File: config.mk
export PLATFORM = sky130hd
export DESIGN_NAME = yrv_event_gen
export DESIGN_NICKNAME = d
export VERILOG_FILES = /design/src/rtl/yrv_event_gen_pkg.sv /design/src/rtl/yrv_event_gen_ch.sv /design/src/rtl/yrv_event_gen.sv
export SDC_FILE = /design/constraint.sdc
export NUM_CORES = 1
export LEC_CHECK = 0
export CAP_MARGIN = 5
export CORE_ASPECT_RATIO = 0.6
export CORE_MARGIN = 4
export CORE_UTILIZATION = 50
export CTS_BUF_LIST = sky130_fd_sc_hd__clkbuf_8
export DETAILED_ROUTE_END_ITERATION = 12
export PLACE_DENSITY = 0.79
export SLEW_MARGIN = 20
export SYNTH_ARGS = -nofsm -noshare
export SYNTH_HDL_FRONTEND = slang
export SYNTH_HIERARCHICAL = 1
export SYNTH_SLANG_ARGS = --single-unit
File: constraint.sdc
create_clock -name clk -period 4.7 [get_ports clk]
set_input_delay 0.94 -clock clk [delete_from_list [all_inputs] [get_ports clk]]
set_output_delay 0.94 -clock clk [all_outputs]
set_load 0.05 [all_outputs]
File: src/rtl/yrv_event_gen_pkg.sv
// Shared types and defaults for the periodic event generator.
package yrv_event_gen_pkg;

    // Default channel count and counter width.
    localparam int DEF_N_CH  = 2;
    localparam int DEF_CNT_W = 16;

    // Channel operating modes as written through cfg_mode.
    typedef enum logic [1:0] {
        MODE_PULSE   = 2'b00,
        MODE_LEVEL   = 2'b01,
        MODE_ONESHOT = 2'b10,
        MODE_RSVD    = 2'b11
    } mode_t;

    // Per-channel FSM states.
    typedef enum logic [1:0] {
        ST_IDLE  = 2'b00,
        ST_COUNT = 2'b01,
        ST_PEND  = 2'b10
    } state_t;

    // The reserved encoding is folded onto PULSE at write time so the
    // channel logic only ever sees the three defined modes.
    function automatic mode_t norm_mode(input logic [1:0] raw);
        mode_t m;
        case (raw)
            2'b01:   m = MODE_LEVEL;
            2'b10:   m = MODE_ONESHOT;
            default: m = MODE_PULSE;
        endcase
        return m;
    endfunction

endpackage

File: src/rtl/yrv_event_gen_ch.sv
// One event channel: period counter, IDLE/COUNT/PEND FSM, req and
// sticky overrun flags. A configuration write always wins over a fire
// in the same cycle.
module yrv_event_gen_ch
    import yrv_event_gen_pkg::*;
#(
    parameter int CNT_W = DEF_CNT_W
) (
    input  logic             clk,
    input  logic             reset,
    input  logic             run,
    input  logic             wr,
    input  logic [CNT_W-1:0] wr_period,
    input  logic [1:0]       wr_mode,
    input  logic             wr_en,
    input  logic             ack,
    input  logic             ovr_clr,
    output logic             req,
    output logic             overrun
);

    state_t           state_reg, state_next;
    mode_t            mode_reg, mode_next;
    logic [CNT_W-1:0] cnt_reg, cnt_next;
    logic [CNT_W-1:0] period_reg, period_next;
    logic             en_reg, en_next;
    logic             req_reg, req_next;
    logic             ovr_reg, ovr_next;

    logic             active;
    logic             at_terminal;
    logic             fire;
    logic [CNT_W-1:0] cnt_inc;

    // Fire decode: the counter sits at P-1 while running in COUNT/PEND.
    always_comb begin
        active      = en_reg && ((state_reg == ST_COUNT) || (state_reg == ST_PEND));
        at_terminal = (cnt_reg == (period_reg - CNT_W'(1)));
        fire        = active && run && at_terminal;
        cnt_inc     = cnt_reg + CNT_W'(1);
    end

    // State and data registers, cleared asynchronously by reset.
    always_ff @(posedge clk or posedge reset) begin
        if (reset) begin
            state_reg  <= ST_IDLE;
            mode_reg   <= MODE_PULSE;
            cnt_reg    <= '0;
            period_reg <= '0;
            en_reg     <= 1'b0;
            req_reg    <= 1'b0;
            ovr_reg    <= 1'b0;
        end else begin
            state_reg  <= state_next;
            mode_reg   <= mode_next;
            cnt_reg    <= cnt_next;
            period_reg <= period_next;
            en_reg     <= en_next;
            req_reg    <= req_next;
            ovr_reg    <= ovr_next;
        end
    end

    // Next-state logic: configuration load first, otherwise run the FSM.
    always_comb begin
        state_next  = state_reg;
        mode_next   = mode_reg;
        cnt_next    = cnt_reg;
        period_next = period_reg;
        en_next     = en_reg;
        req_next    = req_reg;
        ovr_next    = ovr_reg;

        if (wr) begin
            // A write restarts the channel from a clean slate.
            period_next = wr_period;
            mode_next   = norm_mode(wr_mode);
            en_next     = wr_en;
            cnt_next    = '0;
            req_next    = 1'b0;
            ovr_next    = 1'b0;
            state_next  = (wr_en && (wr_period != '0)) ? ST_COUNT : ST_IDLE;
        end else begin
            // Clear first so a simultaneous new overrun below wins.
            if (ovr_clr) begin
                ovr_next = 1'b0;
            end

            case (state_reg)
                ST_COUNT: begin
                    if (run) begin
                        cnt_next = fire ? '0 : cnt_inc;
                    end
                    case (mode_reg)
                        MODE_LEVEL: begin
                            req_next = fire;
                            if (fire) begin
                                state_next = ST_PEND;
                            end
                        end
                        MODE_ONESHOT: begin
                            req_next = fire;
                            if (fire) begin
                                en_next    = 1'b0;
                                state_next = ST_IDLE;
                            end
                        end
                        default: begin
                            // PULSE: req follows fire, so it drops when run is low.
                            req_next = fire;
                        end
                    endcase
                end

                ST_PEND: begin
                    // Only LEVEL channels reach PEND; req is held high here.
                    if (run) begin
                        cnt_next = fire ? '0 : cnt_inc;
                    end
                    if (fire) begin
                        req_next = 1'b1;
                        if (!ack) begin
                            ovr_next = 1'b1;
                        end
                    end else if (ack) begin
                        req_next   = 1'b0;
                        state_next = ST_COUNT;
                    end
                end

                ST_IDLE: begin
                    cnt_next = '0;
                    req_next = 1'b0;
                end

                default: begin
                    state_next = ST_IDLE;
                    cnt_next   = '0;
                    req_next   = 1'b0;
                end
            endcase
        end
    end

    // Outputs come straight from registers.
    always_comb begin
        req     = req_reg;
        overrun = ovr_reg;
    end

endmodule

File: src/rtl/yrv_event_gen.sv
// Multi-channel periodic event generator. The top only decodes the
// configuration write onto the addressed channel; all timing lives in
// the per-channel instances, which are fully independent.
module yrv_event_gen
    import yrv_event_gen_pkg::*;
#(
    parameter int N_CH  = DEF_N_CH,
    parameter int CNT_W = DEF_CNT_W
) (
    input  logic                                    clk,
    input  logic                                    reset,
    input  logic                                    run,
    input  logic                                    cfg_we,
    input  logic [((N_CH > 1) ? $clog2(N_CH) : 1)-1:0] cfg_ch,
    input  logic [CNT_W-1:0]                        cfg_period,
    input  logic [1:0]                              cfg_mode,
    input  logic                                    cfg_en,
    input  logic [N_CH-1:0]                         ack,
    input  logic [N_CH-1:0]                         ovr_clr,
    output logic [N_CH-1:0]                         req,
    output logic [N_CH-1:0]                         overrun
);

    localparam int CH_W = (N_CH > 1) ? $clog2(N_CH) : 1;

    logic [N_CH-1:0] ch_wr;

    genvar gi;
    generate
        for (gi = 0; gi < N_CH; gi++) begin : g_ch
            // Out-of-range indices match no channel and are dropped.
            assign ch_wr[gi] = cfg_we && (cfg_ch == CH_W'(gi));

            yrv_event_gen_ch #(
                .CNT_W (CNT_W)
            ) u_ch (
                .clk       (clk),
                .reset     (reset),
                .run       (run),
                .wr        (ch_wr[gi]),
                .wr_period (cfg_period),
                .wr_mode   (cfg_mode),
                .wr_en     (cfg_en),
                .ack       (ack[gi]),
                .ovr_clr   (ovr_clr[gi]),
                .req       (req[gi]),
                .overrun   (overrun[gi])
            );
        end
    endgenerate

endmodule

Yosys cells after proc, flatten, opt, wreduce, memory -nomap -nowiden
Cells that the tools add are included.

Register bits after elaboration: 78. Input port bits: 28. Output and inout port bits: 4. Word-level logic and storage cells: 123.

Add/sub/neg operators: 4. Equality and inequality tests: 28. Mux-type cells: 50. Bitwise gates (word level): 1. Reduce and logical (&&, ||, !) cells: 26.

Operator list (number): 16-bit two-way mux (8); 16-bit by 1-bit adder with 16-bit output, second input constant (2); 16-bit == test (2); 16-bit by 1-bit subtractor with 16-bit output, second input constant (2); 1-bit two-way mux (25); 4-bit by 2-bit != test with 1-bit output, second input constant (6); 2-bit two-way mux (10); 16-bit nonzero test (1); 3-bit by 2-bit != test with 1-bit output, second input constant (4); 2-bit case mux with 2 select lines (3); 2-bit case mux with 3 select lines (2); 6-bit AND reduction (2); 2-bit nonzero test (6); 2-bit by 1-bit == test with 1-bit output, second input constant (5); 2-bit == test, second input constant (5); 1-bit logical AND (9); 4-bit by 3-bit != test with 1-bit output, second input constant (2); 3-bit by 1-bit != test with 1-bit output, second input constant (2); 3-bit AND reduction (2); 2-bit zero test (2); 2-bit by 1-bit != test with 1-bit output, second input constant (2); 1-bit case mux with 2 select lines (2); 2-bit OR reduction (2); 1-bit logical OR (2); 1-bit NOT (1).

Logic depth before layout (Yosys ltp)
Gate-level depths: netlist of run 1.

Depth in word-level cells: 9. Gate-level depth with buffers: 12. Depth with buffers taken out: 9.

Modules after synthesis
The synthesis of run 1 kept the hierarchy.

Modules (own cells, without submodules): yrv_event_gen_ch (g_ch[0].u_ch) (instances 1, cells each 277, area an instance 2630.0 sq um, sequential area each 975.9 sq um); yrv_event_gen_ch (g_ch[1].u_ch) (instances 1, cells each 257, area an instance 2476.1 sq um, sequential area each 975.9 sq um); yrv_event_gen (instances 1, cells each 2, area an instance 16.3 sq um, sequential area each 0.0 sq um).

Least setup slack after synthesis of run 1
OpenSTA, ideal clock, no wires.

Kind: input to register. Start point: input run. End point: register g_ch[1].u_ch.state_reg[0]. Setup time: 82 ps. Arrival time: 2545 ps. Required time: 4618 ps. Slack: 2073 ps. Cell stages on the path: 8. Buffers on the path: 1. Path through: nand3_1 > nor3_1 > and4b_1 > o2111ai_1 > or4b_1 > buf_2 > mux2_4 > o22ai_1.

Cells in the longest elaborated chain, start to end: 4. Elaborated cells between the ends (all ways): 6. Those cells by class: eq/ne: 3; reduce/logical: 3.

Ends and longest elaborated chain: start, declared (line yrv_event_gen.sv:12) `input logic run,`; 1-bit logical AND * (2 in series) (line yrv_event_gen_ch.sv:39) `fire = active && run && at_terminal;`; 4-bit by 2-bit != test with 1-bit output (no source line) or 3-bit by 2-bit != test with 1-bit output (tied branches); 6-bit AND reduction (no source line) *; end signal, assigned (line yrv_event_gen_ch.sv:54) `state_reg <= state_next;`; end, declared (line yrv_event_gen_ch.sv:22) `state_t state_reg, state_next;`.

Mark *: on every way between the ends. The rest lies on a longest branch, timed or not. A chain may end at the register's enable or synchronous reset.

Worst setup path after layout of run 1
Start point: register g_ch[0].u_ch.period_reg[0]. End point: register g_ch[0].u_ch.state_reg[1].

Cells in the longest elaborated chain, start to end: 5. Elaborated cells between the ends (all ways): 7. Those cells by class: add/sub: 1; eq/ne: 4; reduce/logical: 2.

Ends and longest elaborated chain: start, declared (line yrv_event_gen_ch.sv:25) `logic [CNT_W-1:0] period_reg, period_next;`; start signal, assigned (line yrv_event_gen_ch.sv:57) `period_reg <= period_next;`; 16-bit by 1-bit subtractor with 16-bit output * (line yrv_event_gen_ch.sv:38) `at_terminal = (cnt_reg == (period_reg - CNT_W'(1)));`; 16-bit == test * (line yrv_event_gen_ch.sv:38); 1-bit logical AND * (line yrv_event_gen_ch.sv:39); 4-bit by 2-bit != test with 1-bit output (no source line) or 3-bit by 2-bit != test with 1-bit output (tied branches); 6-bit AND reduction (no source line) *; end signal, assigned (line yrv_event_gen_ch.sv:54); end, declared (line yrv_event_gen_ch.sv:22).

Marked as above.

==> impl_metrics.toml, run 1 <==
[run_status]
outcome = "finished clean"

[synthesis]
yosys_register_bits = 78
syn_area_um2 = 5120
avgSynthCellArea_um2 = 9.56
seq_area_frac_synth_pct = 38.1
yosys.area.top_type = "dfrtp_1"
yosysWarnings = 6
yosysUniqueCellTypes = 69
synth_fp_nets = 578
async_flop_share_pct = 100
synth_area_leaders = "dfrtp_1, mux2_2, xnor2_1, ha_1, xor2_1"
synth_top_cell_area_share_pct = 38.1
synth_top_flop_cell = "dfrtp_1"
synth_edf_count = 0
synthesis.instances = 536

[finish]
post-route-util_pct = 57.4
drive_gt1_share_pct = 11.5
n_antenna_cell = 0
multiInputGateArea_um2 = 2980
fill_cells = 815
syn2layout_area_growth_pct = 11.2
stdcell_area_um2 = 5690
nNetsFinal = 601
seqCellArea_um2 = 1950
fin_cells = 699

[placement]
preCtsSetupSlack_ns = 1.03
gp_congestion = 0.965
dp_cells = 683
placed_area_um2 = 5520
port_buffers = 31
hpwlAfterDp_um = 9490

[global_routing]
grt_antenna_before_repair = 0
grt_pass1_wl_um = 20700
first_global_vias = 3992
grt_max_degree = 40
track_usage_pct = 21.8
grt.overflow.total = 0

[clock_network]
clk_pin_slew_worst_paths_ns = 0.08
cts_resized = 0
cts_sinks = 78
cts_setup_buffers = 0
clock_path_buffers = 2
h-tree-depth = 3
cts_tree = "built"
cts_made_buffers = 9
ctsRootBufferMaster = "clkbuf_8"
clock_latency_ns = 0.37
postCtsHoldBufs = 0

[floorplanning]
fp-row-count = 28
die-area_um2 = 12000
core_region_area_um2 = 9910
die_width_um = 139
pin_count = 32
start_util_pct = 51.7
die_y_um = 86.4

[sta]
tightest_slew_ns = 0.962
period_share_pct = 77.1
finClkSkew_ns = 0.00895
fin_tns_setup_ns = 0
finalHoldViolCount = 0
hold_slack_ns = 0.539
setup_viol = 0
rsz0062_at_grt = "no"
fmax_ghz = 0.276
fin_crit_ns = 3.62
worst_slack_ns = 1.08
slew_headroom_pct = 35.8
finalMaxSlewViolations = 0

[worst_setup_path]
critPathCaptureType = "flip-flop"
required_ns = 4.99
cp-start-kind = "flip-flop"
crit_fanout = 24
cp.arrival_ns = 3.91
critPathKind = "reg2reg"

[run]
drv_cap = 0

[power]
finalPower_mw = 1.88
leakage_nw = 2.43
powerDensity_nw_per_um2 = 331
ir_drop_mv = 0.195

[drt]
first_pass_iters = 5
wl_per_cell_um = 18.5
drc = 0
wirelength_um = 12900
ant_nets = 0
via_per_inst = 6.23
vias = 4357
first_iter_violations = 518

[worst_hold_path]
hold_class = "reg2reg"
where the power goes:
| group | total, mW | switching [mW] | internal (mW) |
|---|---|---|---|
| clock network | 0.471 | 0.255 | 0.216 |
| registers | 0.843 | 0.103 | 0.739 |
| logic | 0.569 | 0.323 | 0.246 |
critical path: stages (launching register included):
cell	delay [ns]
dfrtp_1	0.42
inv_1	0.09
ha_1	0.30
nor4b_1	0.68
nand4_1	0.26
xnor2_1	0.18
nor4_1	0.20
and4b_1	0.88
mux2i_1	0.31
mux2i_1	0.21
layer usage:
layer  part of all wire [%]  track usage (%)  vias up  routed length (µm)
met5                      0                0        -                   0
met4                   0.84             4.80        0                 108
met3                    8.0             5.68       15                1030
met2                     42             30.6      174                5430
met1                     49             33.6     2151                6330
li1                       -                -     2017                   -
Yosys cell counts (4+ instances only):
master    number
dfrtp_1       78
nand2_1       46
o21ai_0       30
xnor2_1       28
mux2_2        26
nor2_1        20
nor4_1        20
xor2_1        20
inv_1         18
nor3_1        17
a21o_1        15
nand3_1       15
ha_1          14
nor3b_1       13
a21oi_1       12
and3_1        11
clkbuf_1      11
nor2b_1       11
nand4_1       10
nand2b_1       9
a211oi_1       6
buf_2          6
a211o_1        5
a22o_1         5
o211ai_1       5
or3_1          5
buf_6          4
mux2i_1        4
o22ai_1        4
cell type report:
cell class / count / area share [%]
repair buffers: 36 / 6.11
multi-input cells: 416 / 52.3
inverters: 18 / 1.19
clock buffers: 11 / 2.66
well taps: 135 / 2.97
flip-flops and latches: 78 / 34.3
clock inverters: 5 / 0.461
path summary, 6_finish.rpt:
check | from | end | slack [ns] | cells after the start
worst min-delay path | g_ch[1].u_ch/period_reg[15] | g_ch[1].u_ch/period_reg[15] | 0.54 | 1
min in group asynchronous | reset | g_ch[1].u_ch/mode_reg[0] | 1.02 | 3
max in group asynchronous | reset | g_ch[0].u_ch/period_reg[7] | 3.30 | 3
worst max-delay path | g_ch[0].u_ch/period_reg[0] | g_ch[0].u_ch/state_reg[1] | 1.08 | 9
worst min register to register | g_ch[1].u_ch/period_reg[15] | g_ch[1].u_ch/period_reg[15] | 0.54 | 1
worst max register to register | g_ch[0].u_ch/period_reg[0] | g_ch[0].u_ch/state_reg[1] | 1.08 | 9
placed cells by master, fill, tap and decap left out, types with 9 or more instances in the layout:
master           Yosys  layout
nand3_1             15      15
clkbuf_8             0      11
a21oi_1             12      12
nand2_1             46      46
nor2b_1             11      11
a21o_1              15      15
dfrtp_1             78      78
nor4_1              20      20
ha_1                14      14
clkdlybuf4s50_1      0      31
xor2_1              20      20
nor3b_1             13      13
nor3_1              17      17
mux2_2              26      26
nor2_1              20      20
nand4_1             10      10
inv_1               18      20
o21ai_0             30      30
xnor2_1             28      28
nand2b_1             9       9
and3_1              11      11
cells by family (layout without fill, tap and decap cells):
group / after synthesis / count (layout) / share of synthesized area, %
muxes: 31 / 31 / 6.79
and+or+nand+nor: 209 / 209 / 23.8
xor gates and xnor gates: 49 / 49 / 8.52
adders and majority gates: 14 / 14 / 3.42
buffers and inverters: 42 / 70 / 3.81
AOI/OAI and AO/OA: 113 / 113 / 15.5
DFF: 78 / 78 / 38.1
(Power assumes the default switching activity.)
==> run 2, diff against run 1 <==
- PLACE_DENSITY: 0.79 -> 0.82
- clock period: 4.7 -> 3 ns (I/O delays scaled with it)
==> impl_metrics.toml, run 2 (synthesis results as in run 1) <==
[floorplanning]
die_width_um = 139
pin_count = 32
core_region_area_um2 = 9910
fp-row-count = 28
die-area_um2 = 12000
die_y_um = 86.4
start_util_pct = 51.7

[finish]
fin_cells = 720
syn2layout_area_growth_pct = 15.6
stdcell_area_um2 = 5920
drive_gt1_share_pct = 16.1
mostFrequentLayoutCell = "dfrtp_1"
nNetsFinal = 622
n_antenna_cell = 0
final_cell_mix = "dfrtp_1, nand2_1, clkdlybuf4s50_1"
post-route-util_pct = 59.7

[global_routing]
grt.overflow.total = 0
track_usage_pct = 22.8
grt_pass1_wl_um = 21800
first_global_vias = 4218
grt_max_degree = 40
grt_antenna_before_repair = 1

[sta]
fin_crit_ns = 2.90
rsz0062_at_grt = "no"
fmax_ghz = 0.345
setup_viol = 0
worst_slack_ns = 0.105
slew_headroom_pct = 48.4
period_share_pct = 96.5
tightest_slew_ns = 0.772
finalHoldViolCount = 0
finalMaxSlewViolations = 0
finClkSkew_ns = 0.0108

[placement]
dp_cells = 703
placed_area_um2 = 5680
preCtsSetupSlack_ns = -0.00818
gp_congestion = 1.04
hpwlAfterDp_um = 9970
port_buffers = 31

[power]
switching_share_pct = 36.6
finalPower_mw = 3.14
switching_power_mw = 1.15
clkPwrFrac_pct = 26.8
pwr-share-comb_pct = 31.5
power_frac_seq_pct = 41.7
p_int_mw = 1.99
ir_drop_mv = 0.378
leakage_nw = 2.54
powerDensity_nw_per_um2 = 531

[worst_setup_path]
critPathKind = "reg2reg"
crit_fanout = 7
rrSetupSlack_ns = 0.10
required_ns = 3.29
critPathCaptureType = "flip-flop"
cp.arrival_ns = 3.18
cp-start-kind = "flip-flop"

[clock_network]
clk_pin_slew_worst_paths_ns = 0.09
clock_latency_ns = 0.37
cts_tree = "built"
clock_path_buffers = 2
cts_made_buffers = 9
ctsRootBufferMaster = "clkbuf_8"
h-tree-depth = 3
cts_sinks = 78
postCtsHoldBufs = 0

[drt]
drc = 0
wirelength_um = 13500
ant_nets = 0
first_pass_iters = 5
first_iter_violations = 580
wl_per_cell_um = 18.8
vias = 4477
via_per_inst = 6.22

[run_status]
outcome = "finished clean"

[run]
drv_cap = 0

[worst_hold_path]
hold_class = "reg2reg"
==> run 2: worst paths after layout <==
kind | startpoint | endpoint | cells after the start
setup / recovery | g_ch[1].u_ch/period_reg[4] | g_ch[1].u_ch/state_reg[0] | 8
hold / removal | g_ch[0].u_ch/req | g_ch[0].u_ch/req | 2
hold reg to reg | g_ch[0].u_ch/req | g_ch[0].u_ch/req | 2
min in group asynchronous | reset | g_ch[1].u_ch/mode_reg[1] | 3
max in group asynchronous | reset | g_ch[0].u_ch/period_reg[5] | 3
setup reg to reg | g_ch[1].u_ch/period_reg[4] | g_ch[1].u_ch/state_reg[0] | 8
==> run 2: area by class of cell <==
type | count | area, µm²
well taps | 135 | 169
flip-flops and latches | 78 | 1950
inverters | 18 | 67.6
clock buffers | 9 | 124
clock inverters | 7 | 82.6
multi-input cells | 416 | 3010
repair buffers | 57 | 518
fillers | 817 | 4000
==> run 2: repair_timing <==
item                                    4_1_cts  5_1_grt
resized for setup                             0        7
setup buffers                                 0        1
endpoints found under the setup margin        0       38
==> run 2: routing by layer <==
| layer | vias up | part of all wire, % | track usage (%) | routed length (µm) |
|---|---|---|---|---|
| li1 | 2058 | - | - | - |
| met1 | 2191 | 49 | 35.1 | 6600 |
| met2 | 197 | 40 | 30.7 | 5390 |
| met3 | 29 | 9.4 | 7.11 | 1280 |
| met4 | 2 | 1.8 | 6.31 | 250 |
| met5 | - | 0.096 | 0 | 13 |
==> run 2: critical path, cell delays in order, from the launching register on <==
cell and delay (ns):
dfrtp_1 0.46, nor4_4 0.27, buf_4 0.20, nand4_1 0.15, xnor2_1 0.33, o2111ai_1 0.26, or4b_1 0.64, mux2_4 0.34
o22ai_1 0.16
==> run 2: power by group through the flow <==
stage | Sequential (mW) | Clock [mW] | Combinational, mW
finish | 1.31 | 0.841 | 0.990
global route | 1.32 | 0.887 | 1.09
CTS | 1.30 | 0.857 | 0.965
detailed placement | 1.32 | 0 | 0.954
global placement | 1.32 | 0 | 0.918
floorplan | 1.28 | 0 | 0.682
==> run 2: stage by stage <==
| stage | hold slack (ns) | setup TNS [ns] |
|---|---|---|
| final | 0.544 | 0 |
| after global routing | 0.553 | 0 |
| after CTS | 0.543 | 0 |
| after detailed placement | 0.519 | -0.0116 |
| after global placement | 0.518 | 0 |
| after floorplan | 0.501 | 0 |
